--- src/rtl/mem_access_unit_if.sv ---
// Pipeline-side request/response and data-memory bus of the MEM-stage load/store unit.
// The slave modport is the unit itself; master is the surrounding pipeline and memory.
interface mem_access_unit_if;
    logic [31:0] ALU_RESULT;
    logic [31:0] STORE_DATA;
    logic        MEM_READ;
    logic        MEM_WRITE;
    logic [2:0]  FUNCT3;
    logic [31:0] DMEM_ADDR;
    logic [31:0] DMEM_WDATA;
    logic [3:0]  DMEM_BYTE_EN;
    logic        DMEM_READ;
    logic        DMEM_WRITE;
    logic        DMEM_BUSYWAIT;
    logic [31:0] DMEM_RDATA;
    logic [31:0] LOAD_DATA;
    logic        STALL;
    logic        FAULT;

    modport slave (
        input  ALU_RESULT, STORE_DATA, MEM_READ, MEM_WRITE, FUNCT3,
               DMEM_BUSYWAIT, DMEM_RDATA,
        output DMEM_ADDR, DMEM_WDATA, DMEM_BYTE_EN, DMEM_READ, DMEM_WRITE,
               LOAD_DATA, STALL, FAULT
    );

    modport master (
        output ALU_RESULT, STORE_DATA, MEM_READ, MEM_WRITE, FUNCT3,
               DMEM_BUSYWAIT, DMEM_RDATA,
        input  DMEM_ADDR, DMEM_WDATA, DMEM_BYTE_EN, DMEM_READ, DMEM_WRITE,
               LOAD_DATA, STALL, FAULT
    );
endinterface

--- src/rtl/mem_access_unit.sv ---
// MEM-stage load/store unit: issues word-aligned byte-enabled accesses, waits on BUSYWAIT,
// stalls the pipeline meanwhile and returns sign/zero-extended load data.
module mem_access_unit #(
    parameter int unsigned TIMEOUT_CYCLES = 255
) (
    input  logic              CLK,
    input  logic              RESET,
    mem_access_unit_if.slave  bus
);

    localparam logic [7:0] TIMEOUT_LIMIT = 8'(TIMEOUT_CYCLES);

    typedef enum logic [1:0] {IDLE, ACCESS, COMPLETE} state_t;

    state_t      state;
    state_t      state_next;
    logic [7:0]  timeout_cnt;
    logic [7:0]  cnt_next;
    logic        timed_out;
    logic [2:0]  funct3_q;
    logic [1:0]  addr_lo_q;
    logic        is_load_q;

    logic [1:0]  addr_lo;
    logic        req;
    logic        funct3_ok;
    logic        aligned;
    logic        legal_req;
    logic        illegal_req;
    logic [3:0]  be_fmt;
    logic [31:0] wdata_fmt;
    logic [7:0]  sel_byte;
    logic [15:0] sel_half;
    logic [31:0] load_fmt;

    // Request decode: legality and store-side lane formatting.
    always_comb begin
        addr_lo   = bus.ALU_RESULT[1:0];
        req       = bus.MEM_READ | bus.MEM_WRITE;
        funct3_ok = 1'b0;
        aligned   = 1'b1;
        be_fmt    = 4'b0000;
        wdata_fmt = bus.STORE_DATA;
        case (bus.FUNCT3)
            3'b000, 3'b001, 3'b010: funct3_ok = 1'b1;
            3'b100, 3'b101:         funct3_ok = ~bus.MEM_WRITE;
            default:                funct3_ok = 1'b0;
        endcase
        case (bus.FUNCT3[1:0])
            2'b00: begin
                be_fmt    = 4'b0001 << addr_lo;
                wdata_fmt = {4{bus.STORE_DATA[7:0]}};
            end
            2'b01: begin
                aligned   = ~addr_lo[0];
                be_fmt    = addr_lo[1] ? 4'b1100 : 4'b0011;
                wdata_fmt = {2{bus.STORE_DATA[15:0]}};
            end
            2'b10: begin
                aligned   = (addr_lo == 2'b00);
                be_fmt    = 4'b1111;
                wdata_fmt = bus.STORE_DATA;
            end
            default: aligned = 1'b0;
        endcase
        legal_req   = req & ~(bus.MEM_READ & bus.MEM_WRITE) & funct3_ok & aligned;
        illegal_req = req & ~legal_req;
    end

    // Load-side lane select and extension, using the access captured at issue.
    always_comb begin
        case (addr_lo_q)
            2'd0:    sel_byte = bus.DMEM_RDATA[7:0];
            2'd1:    sel_byte = bus.DMEM_RDATA[15:8];
            2'd2:    sel_byte = bus.DMEM_RDATA[23:16];
            default: sel_byte = bus.DMEM_RDATA[31:24];
        endcase
        sel_half = addr_lo_q[1] ? bus.DMEM_RDATA[31:16] : bus.DMEM_RDATA[15:0];
        case (funct3_q)
            3'b000:  load_fmt = {{24{sel_byte[7]}}, sel_byte};
            3'b100:  load_fmt = {24'd0, sel_byte};
            3'b001:  load_fmt = {{16{sel_half[15]}}, sel_half};
            3'b101:  load_fmt = {16'd0, sel_half};
            default: load_fmt = bus.DMEM_RDATA;
        endcase
    end

    // Next state and the combinational pipeline hold.
    always_comb begin
        state_next = state;
        bus.STALL  = 1'b0;
        cnt_next   = timeout_cnt + 8'd1;
        timed_out  = bus.DMEM_BUSYWAIT && (cnt_next == TIMEOUT_LIMIT);
        case (state)
            IDLE: begin
                bus.STALL = legal_req & RESET;
                if (legal_req) state_next = ACCESS;
            end
            ACCESS: begin
                bus.STALL = 1'b1;
                if (!bus.DMEM_BUSYWAIT) state_next = COMPLETE;
                else if (timed_out)     state_next = IDLE;
            end
            COMPLETE: state_next = IDLE;
            default:  state_next = IDLE;
        endcase
    end

    // Registered memory bus, load result, fault pulse and wait-state counter.
    always_ff @(posedge CLK or negedge RESET) begin
        if (!RESET) begin
            state            <= IDLE;
            timeout_cnt      <= 8'd0;
            funct3_q         <= 3'b000;
            addr_lo_q        <= 2'b00;
            is_load_q        <= 1'b0;
            bus.DMEM_ADDR    <= 32'd0;
            bus.DMEM_WDATA   <= 32'd0;
            bus.DMEM_BYTE_EN <= 4'b0000;
            bus.DMEM_READ    <= 1'b0;
            bus.DMEM_WRITE   <= 1'b0;
            bus.LOAD_DATA    <= 32'd0;
            bus.FAULT        <= 1'b0;
        end else begin
            state     <= state_next;
            bus.FAULT <= 1'b0;
            case (state)
                IDLE: begin
                    if (legal_req) begin
                        bus.DMEM_ADDR    <= {bus.ALU_RESULT[31:2], 2'b00};
                        bus.DMEM_WDATA   <= wdata_fmt;
                        bus.DMEM_BYTE_EN <= be_fmt;
                        bus.DMEM_READ    <= bus.MEM_READ;
                        bus.DMEM_WRITE   <= bus.MEM_WRITE;
                        timeout_cnt      <= 8'd0;
                        funct3_q         <= bus.FUNCT3;
                        addr_lo_q        <= addr_lo;
                        is_load_q        <= bus.MEM_READ;
                    end else if (illegal_req) begin
                        bus.FAULT <= 1'b1;
                    end
                end
                ACCESS: begin
                    if (!bus.DMEM_BUSYWAIT) begin
                        bus.DMEM_READ  <= 1'b0;
                        bus.DMEM_WRITE <= 1'b0;
                        if (is_load_q) bus.LOAD_DATA <= load_fmt;
                    end else begin
                        timeout_cnt <= cnt_next;
                        if (timed_out) begin
                            bus.DMEM_READ  <= 1'b0;
                            bus.DMEM_WRITE <= 1'b0;
                            bus.FAULT      <= 1'b1;
                        end
                    end
                end
                default: ;
            endcase
        end
    end

endmodule

--- src/flat_wrapper.sv ---
// flat-port wrapper written by rule: the top's interface ports become plain ports
module mem_access_unit_flat 
#(
    parameter int unsigned TIMEOUT_CYCLES = 255
)
  (CLK, RESET, bus_ALU_RESULT, bus_STORE_DATA, bus_MEM_READ, bus_MEM_WRITE, bus_FUNCT3, bus_DMEM_BUSYWAIT, bus_DMEM_RDATA, bus_DMEM_ADDR, bus_DMEM_WDATA, bus_DMEM_BYTE_EN, bus_DMEM_READ, bus_DMEM_WRITE, bus_LOAD_DATA, bus_STALL, bus_FAULT);
  mem_access_unit_if bus_i ();
  input  logic CLK;
  input  logic RESET;
  input wire logic [$bits(bus_i.ALU_RESULT)-1:0] bus_ALU_RESULT;
  input wire logic [$bits(bus_i.STORE_DATA)-1:0] bus_STORE_DATA;
  input wire logic [$bits(bus_i.MEM_READ)-1:0] bus_MEM_READ;
  input wire logic [$bits(bus_i.MEM_WRITE)-1:0] bus_MEM_WRITE;
  input wire logic [$bits(bus_i.FUNCT3)-1:0] bus_FUNCT3;
  input wire logic [$bits(bus_i.DMEM_BUSYWAIT)-1:0] bus_DMEM_BUSYWAIT;
  input wire logic [$bits(bus_i.DMEM_RDATA)-1:0] bus_DMEM_RDATA;
  output wire logic [$bits(bus_i.DMEM_ADDR)-1:0] bus_DMEM_ADDR;
  output wire logic [$bits(bus_i.DMEM_WDATA)-1:0] bus_DMEM_WDATA;
  output wire logic [$bits(bus_i.DMEM_BYTE_EN)-1:0] bus_DMEM_BYTE_EN;
  output wire logic [$bits(bus_i.DMEM_READ)-1:0] bus_DMEM_READ;
  output wire logic [$bits(bus_i.DMEM_WRITE)-1:0] bus_DMEM_WRITE;
  output wire logic [$bits(bus_i.LOAD_DATA)-1:0] bus_LOAD_DATA;
  output wire logic [$bits(bus_i.STALL)-1:0] bus_STALL;
  output wire logic [$bits(bus_i.FAULT)-1:0] bus_FAULT;
  assign bus_i.ALU_RESULT = bus_ALU_RESULT;
  assign bus_i.STORE_DATA = bus_STORE_DATA;
  assign bus_i.MEM_READ = bus_MEM_READ;
  assign bus_i.MEM_WRITE = bus_MEM_WRITE;
  assign bus_i.FUNCT3 = bus_FUNCT3;
  assign bus_i.DMEM_BUSYWAIT = bus_DMEM_BUSYWAIT;
  assign bus_i.DMEM_RDATA = bus_DMEM_RDATA;
  assign bus_DMEM_ADDR = bus_i.DMEM_ADDR;
  assign bus_DMEM_WDATA = bus_i.DMEM_WDATA;
  assign bus_DMEM_BYTE_EN = bus_i.DMEM_BYTE_EN;
  assign bus_DMEM_READ = bus_i.DMEM_READ;
  assign bus_DMEM_WRITE = bus_i.DMEM_WRITE;
  assign bus_LOAD_DATA = bus_i.LOAD_DATA;
  assign bus_STALL = bus_i.STALL;
  assign bus_FAULT = bus_i.FAULT;
  mem_access_unit #(.TIMEOUT_CYCLES(TIMEOUT_CYCLES)) u_core (.CLK(CLK), .RESET(RESET), .bus(bus_i));
endmodule
--- config.mk ---
export PLATFORM = sky130hd
export DESIGN_NAME = mem_access_unit_flat
export DESIGN_NICKNAME = d
export VERILOG_FILES = /design/src/rtl/mem_access_unit_if.sv /design/src/rtl/mem_access_unit.sv /design/src/flat_wrapper.sv
export SDC_FILE = /design/constraint.sdc
export NUM_CORES = 1
export LEC_CHECK = 0
export ABC_CLOCK_PERIOD_IN_PS = 2800
export CORE_UTILIZATION = 50
export CTS_BUF_LIST = sky130_fd_sc_hd__clkbuf_4 sky130_fd_sc_hd__clkbuf_8
export DETAILED_ROUTE_END_ITERATION = 6
export PLACE_DENSITY = 0.95
export SYNTH_ARGS = -nofsm -noshare
export SYNTH_HDL_FRONTEND = slang
export SYNTH_SLANG_ARGS = --single-unit
--- constraint.sdc ---
create_clock -name CLK -period 2.8 [get_ports CLK]
set_input_delay 0.56 -clock CLK [delete_from_list [all_inputs] [get_ports CLK]]
set_output_delay 0.56 -clock CLK [all_outputs]
set_load 0.05 [all_outputs]
Word level (Yosys, flattened, before mapping)
Index checks and enable logic that the tools add are counted.
Operators by class
  add/sub/neg operators: 1
  multiply operators: 0
  div/mod/pow operators: 0
  magnitude comparators: 0
  equal/unequal tests: 16
  shift-type cells: 1
  multiplexer cells: 27
  bitwise operators: 12
  reductions and logical operators: 15
Operators with widths (number)
  one-hot mux 32 bit (4 select lines): 1
  one-hot mux 32 bit (2 select lines): 1
  one-hot mux 8 bit (3 select lines): 1
  two-way mux 16 bit: 1
  two-way mux 8 bit: 2
  one-hot mux 8 bit (2 select lines): 1
  equality test 3 bit (second input constant): 4
  one-hot mux 4 bit (3 select lines): 1
  one-hot mux 1 bit (2 select lines): 5
  AND reduction 3 bit: 3
  adder 8 x 1 -> 8 bit (second input constant): 1
  equality test 8 bit (second input constant): 1
  zero test 2 bit: 4
  two-way mux 1 bit: 8
  bitwise AND 1 bit: 6
  equality test 2 x 1 -> 1 bit (second input constant): 3
  equality test 3 x 1 -> 1 bit (second input constant): 2
  zero test 3 bit: 2
  two-way mux 2 bit: 3
  inverter 1 bit: 5
  equality test 2 bit (second input constant): 2
  two-way mux 4 bit: 1
  one-hot mux 2 bit (2 select lines): 1
  AND reduction 2 bit: 2
  11 further kinds: 11
Word-level totals
  register bits: 117
  latch bits: 0
  bits in writable memories: 0
  memory bits (read-only): 0
  input bits: 104
  memories kept: 0

Depth between registers and ports, before layout
  word-level depth: 10
  gate-level depth with buffers: 9
  gate-level depth less buffers: 7

Worst setup path after synthesis
OpenSTA, ideal clock, no wires.
  path kind: input -> output
  start point: in bus_FUNCT3[0]
  end point: out bus_STALL
  arrival: 1.942 ns
  required time: 2.240 ns
  setup slack: 0.298 ns
  stages: 6
  buffers on the path: 2
  cells stage by stage: clkbuf_1 o31ai_1 and4_1 buf_4 a21oi_1 nor2_1
On the way
  cells in the longest elaborated chain, start to end: 7
  elaborated cells between the ends (all ways): 16
  those cells by class: 6 x eq/ne; 3 x mux; 3 x bitwise; 4 x reduce/logical
RTL lines
  start, declared: line flat_wrapper.sv:14  | input wire logic [$bits(bus_i.FUNCT3)-1:0] bus_FUNCT3;
  equality test 3 x 1 -> 1 bit, or another cell as far along: line mem_access_unit.sv:44  | case (bus.FUNCT3)
  OR reduction 3 bit / OR reduction 2 bit (equally long branches): line mem_access_unit.sv:44
  one-hot mux 1 bit (2 select lines): line mem_access_unit.sv:44
  bitwise AND 1 bit: line mem_access_unit.sv:66  | legal_req = req & ~(bus.MEM_READ & bus.MEM_WRITE) & funct3_ok & aligned;
  bitwise AND 1 bit *: line mem_access_unit.sv:66
  bitwise AND 1 bit *: line mem_access_unit.sv:96  | bus.STALL = legal_req & RESET;
  one-hot mux 1 bit (2 select lines) *: line mem_access_unit.sv:94  | case (state)
  end, declared: line flat_wrapper.sv:23  | output wire logic [$bits(bus_i.STALL)-1:0] bus_STALL;
Mark *: on every way between the ends. The rest lies on a longest branch, timed or not.

Worst setup path after layout
  start point: in bus_ALU_RESULT[1]
  end point: out bus_STALL
On the way
  cells in the longest elaborated chain, start to end: 5
RTL lines
  start, declared: line flat_wrapper.sv:10  | input wire logic [$bits(bus_i.ALU_RESULT)-1:0] bus_ALU_RESULT;
  zero test 2 bit: line mem_access_unit.sv:60  | aligned = (addr_lo == 2'b00);
  one-hot mux 1 bit (3 select lines): line mem_access_unit.sv:49  | case (bus.FUNCT3[1:0])
  bitwise AND 1 bit: line mem_access_unit.sv:66
  bitwise AND 1 bit: line mem_access_unit.sv:96
  one-hot mux 1 bit (2 select lines): line mem_access_unit.sv:94
No other way between the ends.

==> impl_metrics.csv <==
group,metric,value,unit
power_and_ir_drop,p_leak,3.58,nW
timing,fmax,375,MHz
global_routing,grt_pass1_vias,5207,
setup_path,r2r_setup_slack,0.80,ns
place,dp_hpwl,12.0,mm
finish,syn2layout_area_growth,46.1,%
power_and_ir_drop,peakVddDrop,679,uV
setup_path,r2r_start,"u_core.funct3_q[0]",
detailed_routing,ant_nets,0,
global_routing,antenna_found_initial,0,
outcome,run_status,"completed",
timing,fin_crit,2.66,ns
floorplanning,fp.dieW,108,microns
floorplanning,die-area,0.0116,sq mm
timing,final-setup-viol-count,0,
clock_tree,cts.path.max_buffers,2,
detailed_routing,drc_errors,0,
worst_hold_path,hold_path_class,"in2async",
floorplanning,pin_count,208,
yosys,yosysSeqAreaShare,52.3,%
clock_tree,cts_inserted_buffers,17,
timing,setup_tns,0,ns
global_routing,grtUsageTotal,30.3,%
floorplanning,num_rows,38,
clock_tree,cts.repair.resized,0,
setup_path,critPathBufInv,2,
finish,num_antenna_cells,0,
clock_tree,htreeDepth,4,
floorplanning,coreArea,0.0109,sq mm
yosys,synth-seq-cells,117,
clock_tree,cts_setup_buffers,0,
detailed_routing,wirelength,16.9,mm
setup_path,path_class,"in2out",
detailed_routing,drtIter0Drc,334,
setup_path,endpoint_kind,"primary output",
setup_path,reg2reg_to,"u_core.bus.LOAD_DATA[4]",
yosys,synth_cell_type_count,41,
setup_path,reg2reg_depth,5,
power_and_ir_drop,power_density,1100,mW/mm^2
floorplanning,dieHeight,108,microns
clock_tree,cts_sinks,117,
setup_path,crit_required,2.24,ns
finish,nets,841,
yosys,post-synth-top-area-cell,"dfrtp_1",
clock_tree,cts_tree,"done",
setup_path,crit_path_cell_trace,"clkdlybuf4s50_1 -> o31ai_1 -> and4_1 -> a21oi_1 -> nor2_1 -> buf_12",
global_routing,grt_pass1_wl,26.6,mm
timing,clock_skew,0.0115,ns
yosys,synthTopCellsByArea,"dfrtp_1 52%, mux2_2 7.2%, o21ai_0 5.4%, nand2_1 5.0%, mux2_4 4.8%",
setup_path,arrival,2.10,ns
setup_path,slowest_stage,"clkdlybuf4s50_1",
timing,slew-limit-headroom,37.1,%
setup_path,crit_cells,6,
detailed_routing,via_count,5021,
finish,drive_gt1_share,13.9,%
place,gp_congestion,0.888,
place,numPortBuffers,205,
clock_tree,clk_pin_slew,0.07,ns
timing,final_hold_viol_count,0,
timing,maxSlewViolCount,0,
finish,multiInputGateArea,0.00245,sq mm
floorplanning,start_util,51.4,%
yosys,postSynthCellCount,535,
clock_tree,root_buffer,"clkbuf_8",
job,maxCapViolCount,0,
finish,n_fill_cell,673,
detailed_routing,routedWlPerCell,19.1,microns
finish,seq_area,0.00293,sq mm
detailed_routing,drt_pass1_iterations,6,
setup_path,crit_path_start_kind,"input pin",
finish,instances_no_fill,887,
global_routing,grt_max_degree,118,
finish,fin_util,75.0,%
detailed_routing,via_per_inst,5.66,
clock_tree,clock_latency,0.43,ns
yosys,syn_area,0.00559,sq mm
setup_path,cpPeakStageDelay,0.47,ns
timing,grt_setup_unrepaired,"no",
yosys,yosysWarnings,0,
clock_tree,hold_buffers,0,
setup_path,crit_fanout,3,
timing,period_share,95.1,%
timing,worst_slew_pin_slew,0.940,ns
global_routing,grt_overflow,0,
yosys,netlist.area_leader.share,52.3,%
yosys,postSynthAreaPerCell,10.5,sq um
setup_path,path_delay_family,"buffers and inverters",
place,dp_cells,855,
==> layout by cell type, fill, tap and decap left out, types with 6 or more instances in the layout <==
cell type,n
inv_1,8
mux2_4,18
a31oi_1,7
nand3_1,38
clkinv_2,6
mux2_2,36
buf_4,9
o21ai_0,60
nand2_1,75
a21oi_1,27
nand3b_1,10
dfrtp_1,117
clkdlybuf4s50_1,203
nor2_1,24
nor3_1,9
clkbuf_8,18
mux2i_1,25
==> through the flow <==
step,instance area [sq um],worst slack [ns],total power [mW],hold slack [ns]
finish,8170,0.136,9.01,0.273
floorplan,5600,0.298,5.74,0.264
global route,8170,0.0939,9.38,0.320
CTS,8170,0.119,9.02,0.297
detailed placement,7780,0.127,7.47,0.472
global placement,7780,0.243,7.32,0.461
==> cell usage after synthesis <==
library cell	instances
a2111o_1	1
a21o_1	1
a21oi_1	27
a221oi_1	1
a31oi_1	7
and2_0	1
and4_1	1
buf_1	1
buf_2	7
buf_4	3
buf_6	4
clkbuf_1	23
conb_1	1
dfrtp_1	117
ha_1	3
inv_1	8
mux2_2	36
mux2_4	18
mux2i_1	25
mux4_2	1
nand2_1	75
nand2_4	1
nand2b_1	4
nand3_1	38
nand3b_1	10
nor2_1	24
nor2b_1	5
nor3_1	9
nor3_2	1
nor3b_1	4
nor3b_2	1
o211ai_1	1
o21a_1	5
o21ai_0	60
o21bai_1	1
o22ai_1	4
o31ai_1	1
o32a_1	1
o41ai_1	1
or4_1	1
xnor2_1	2
==> how the worst max path moves through the flow <==
stage / start / endpoint / slack (ns)
after floorplan: bus_FUNCT3[0] / bus_STALL / 0.30
after global placement: bus_MEM_WRITE / u_core.bus.DMEM_ADDR[5] / 0.24
after detailed placement: bus_ALU_RESULT[1] / bus_STALL / 0.13
after CTS: bus_ALU_RESULT[1] / bus_STALL / 0.12
after global routing: bus_ALU_RESULT[1] / bus_STALL / 0.09
final: bus_ALU_RESULT[1] / bus_STALL / 0.14
==> layout make-up <==
type / count / share of cell area (%)
Sequential cell: 117 / 35.8
Multi-Input combinational cell: 373 / 30.0
Timing Repair Buffer: 217 / 26.9
Clock buffer: 18 / 3.03
Tap cell: 140 / 2.14
Clock inverter: 14 / 1.67
Inverter: 8 / 0.368
==> worst reg2reg max path: cells and delay by family, from the launching register on <==
| family | cells | cell delay (ns) |
|---|---|---|
| AOI/OAI and AO/OA | 3 | 0.43 |
| muxes | 1 | 0.40 |
| and+or+nand+nor | 1 | 0.50 |
| DFF | 1 | 0.58 |
==> layer usage <==
metal	wire length, microns	vias up	track usage [%]
met2	8660	274	51.6
met1	6110	2419	32.8
li1	-	2273	-
met3	1460	55	11.1
met4	704	0	16.0
met5	0	-	0
==> registers in the layout, summed over array words and instances, names as in the netlist <==
register	cells
u_core.is_load_q	1
u_core.bus.DMEM_WRITE	1
u_core.bus.DMEM_ADDR	30
u_core.timeout_cnt	8
u_core.funct3_q	3
u_core.state	2
u_core.bus.DMEM_BYTE_EN	4
u_core.addr_lo_q	2
u_core.bus.DMEM_READ	1
u_core.bus.LOAD_DATA	32
u_core.bus.DMEM_WDATA	32
u_core.bus.FAULT	1
==> power breakdown <==
part	total [mW]	internal, mW	switching, mW
registers	2.77	2.32	0.454
logic	4.72	1.68	3.03
clock network	1.52	0.803	0.717
==> kinds of logic (layout without fill, tap and decap cells) <==
family	after synthesis	count (layout)	synth area share [%]
adders and majority gates	3	3	0.671
muxes	80	80	17.0
xor gates and xnor gates	2	2	0.313
DFF	117	117	52.3
AOI/OAI and AO/OA	111	111	10.9
other	1	2	0.0670
and+or+nand+nor	175	175	14.7
buffers and inverters	46	257	3.98
Power figures use the tool's default switching activity.
==> edit: new RTL, same settings <==
`TIMEOUT_CYCLES` is set to 255 in 2 places; all go to 191.
--- a/src/rtl/mem_access_unit.sv
+++ b/src/rtl/mem_access_unit.sv
@@ -1,7 +1,7 @@
 // MEM-stage load/store unit: issues word-aligned byte-enabled accesses, waits on BUSYWAIT,
 // stalls the pipeline meanwhile and returns sign/zero-extended load data.
 module mem_access_unit #(
-    parameter int unsigned TIMEOUT_CYCLES = 255
+    parameter int unsigned TIMEOUT_CYCLES = 191
 ) (
     input  logic              CLK,
     input  logic              RESET,
--- a/src/flat_wrapper.sv
+++ b/src/flat_wrapper.sv
@@ -1,7 +1,7 @@
 // flat-port wrapper written by rule: the top's interface ports become plain ports
 module mem_access_unit_flat 
 #(
-    parameter int unsigned TIMEOUT_CYCLES = 255
+    parameter int unsigned TIMEOUT_CYCLES = 191
 )
   (CLK, RESET, bus_ALU_RESULT, bus_STORE_DATA, bus_MEM_READ, bus_MEM_WRITE, bus_FUNCT3, bus_DMEM_BUSYWAIT, bus_DMEM_RDATA, bus_DMEM_ADDR, bus_DMEM_WDATA, bus_DMEM_BYTE_EN, bus_DMEM_READ, bus_DMEM_WRITE, bus_LOAD_DATA, bus_STALL, bus_FAULT);
   mem_access_unit_if bus_i ();
Behaviour: same outputs for any inputs over 4 cycles, from zero or initial values and one cycle with RESET low; that may be too few to reach the edited logic, so the function may still have changed.
==> edit against the original RTL <==
- routed wire length is 9.2% lower
- final area is 0.93% lower
- area after synthesis is 0.13% lower
- global-route usage is 2.6 points lower
- hold slack better by 0.015 ns
- worst setup slack worse by 0.043 ns
- sequential cell count stayed put
- core utilization is 0.38 points lower
- via count is 2.9% lower
- sequential share of layout area is 0.34 points higher
- total power is 3.2% lower
- highest routed layer unchanged
- die area is 0.13% lower
- first-iteration DRC count is 10% lower
==> edit: results (changes against the original RTL) <==
top cells by area, synth=dfrtp_1 52%, mux2_2 7.5%, o21ai_0 5.1%; drt initial violations=300 (-10%); crit path DAT=2.15 ns (+0.05 ns); initial antenna violation count=0 (unchanged); Vias/cell=5.52 (-2.4%); Filler cells=733 (+8.9%); share of cells above drive strength 1=0.139 (-0.000410); CP max-delay cell=clkdlybuf4s50_1; HPWL after DPL=11200 µm (-6.9%); Cell Area, Placed=0.00778 mm² (about the same); #FFs+latches synth=117 (unchanged); Setup Skew=0.00667 ns (-0.00485 ns); CP delay by family, top=buffers and inverters; YS warnings=0 (unchanged); top cells by count, synth=117 x dfrtp_1, 76 x nand2_1, 57 x o21ai_0, 39 x nand3_1, 37 x mux2_2; Tot GR Track Use=0.277 (-0.0262); Final GP Congestion=0.900 (+1.3%); # nets final=840 (-0.12%); slew at the pin closest to its max-slew limit=0.940 ns (-0.000552 ns); Seq/Total Area, Yosys=0.524 (+0.000704); Peak supply drop=0.621 mV (-8.5%); H-tree lvl count=4 (unchanged); Clock Path Buffers=2 (unchanged); setup repair bufs after CTS=0 (unchanged); Avg Inst Size Synth=10.5 µm² (+0.43%); worst-path fanout max=3 (unchanged); Cell variety after synth=43 (+4.9%); number of global-route vias before repair=4942 (-5.1%); Crit path largest cell delay=0.51 ns (+0.04 ns); antenna cells=0 (unchanged); leakage=3.56 nW (-0.36%); Routed Wire Length=15400 µm (-9.2%); 1st-pass router iterations=5 (-1); root buffer cell=clkbuf_8; status=completed; CTS Buf Count=17 (unchanged); Regs by FF count=u_core.bus.DMEM_WDATA x32, u_core.bus.LOAD_DATA x32, u_core.bus.DMEM_ADDR x30; clock-pin slew on the worst setup and hold paths=roughly 0.060 ns; first-pass GRT wire length=24500 µm (-7.9%)
edit: stage by stage:
step	worst slack, ns	power (mW)	cells	hold slack, ns
finish	0.0924	8.72	882	0.288
global route	0.0555	9.11	882	0.330
CTS	0.126	8.76	882	0.300
detailed placement	0.129	7.46	854	0.474
global placement	0.177	7.32	854	0.462
floorplan	0.298	5.74	533	0.264
edit: report_power, final:
part           total (mW)  internal [mW]  leakage (nW)  switching (mW)
sequential           2.77           2.32          1.44           0.448
combinational        4.69           1.69          1.95            3.00
clock                1.27          0.646         0.173           0.620
edit: final timing paths:
check / start / to / depth (start not counted) / slack (ns)
worst min-delay path: RESET / u_core.bus.DMEM_ADDR[3] / 2 / 0.29
worst max-delay path: bus_MEM_WRITE / bus_STALL / 7 / 0.09
max in group asynchronous: RESET / u_core.bus.DMEM_ADDR[20] / 2 / 2.08
min in group CLK: u_core.bus.DMEM_BYTE_EN[2] / u_core.bus.DMEM_BYTE_EN[2] / 1 / 0.48
worst max register to register: u_core.funct3_q[0] / u_core.bus.LOAD_DATA[3] / 5 / 0.78
worst min register to register: u_core.bus.DMEM_BYTE_EN[2] / u_core.bus.DMEM_BYTE_EN[2] / 1 / 0.48
edit: logic make-up (layout without fill, tap and decap cells):
family          count (synthesis)  in the layout  synth area share
simple gates                  177            177             0.150
flops                         117            117             0.524
other cells                     1              2          0.000671
xor+xnor                        2              2           0.00314
buf+inv                        44            253            0.0383
mux                            81             81             0.172
fa+ha+maj                       3              3           0.00672
compound gates                107            107             0.105
edit: layout make-up:
class / instances / area [µm²] / share of cell area
Clock buffer: 21 / 277 / 0.0342
Clock inverter: 7 / 35.0 / 0.00433
Inverter: 6 / 22.5 / 0.00278
Multi-Input combinational cell: 372 / 2450 / 0.303
Sequential cell: 117 / 2930 / 0.362
Tap cell: 140 / 175 / 0.0216
Timing Repair Buffer: 219 / 2200 / 0.272
edit: layer usage:
metal  global-route usage  wire length, µm
met2                0.468             7930
met5                    0                0
met1                0.328             5880
met4                0.125              481
met3               0.0757             1090
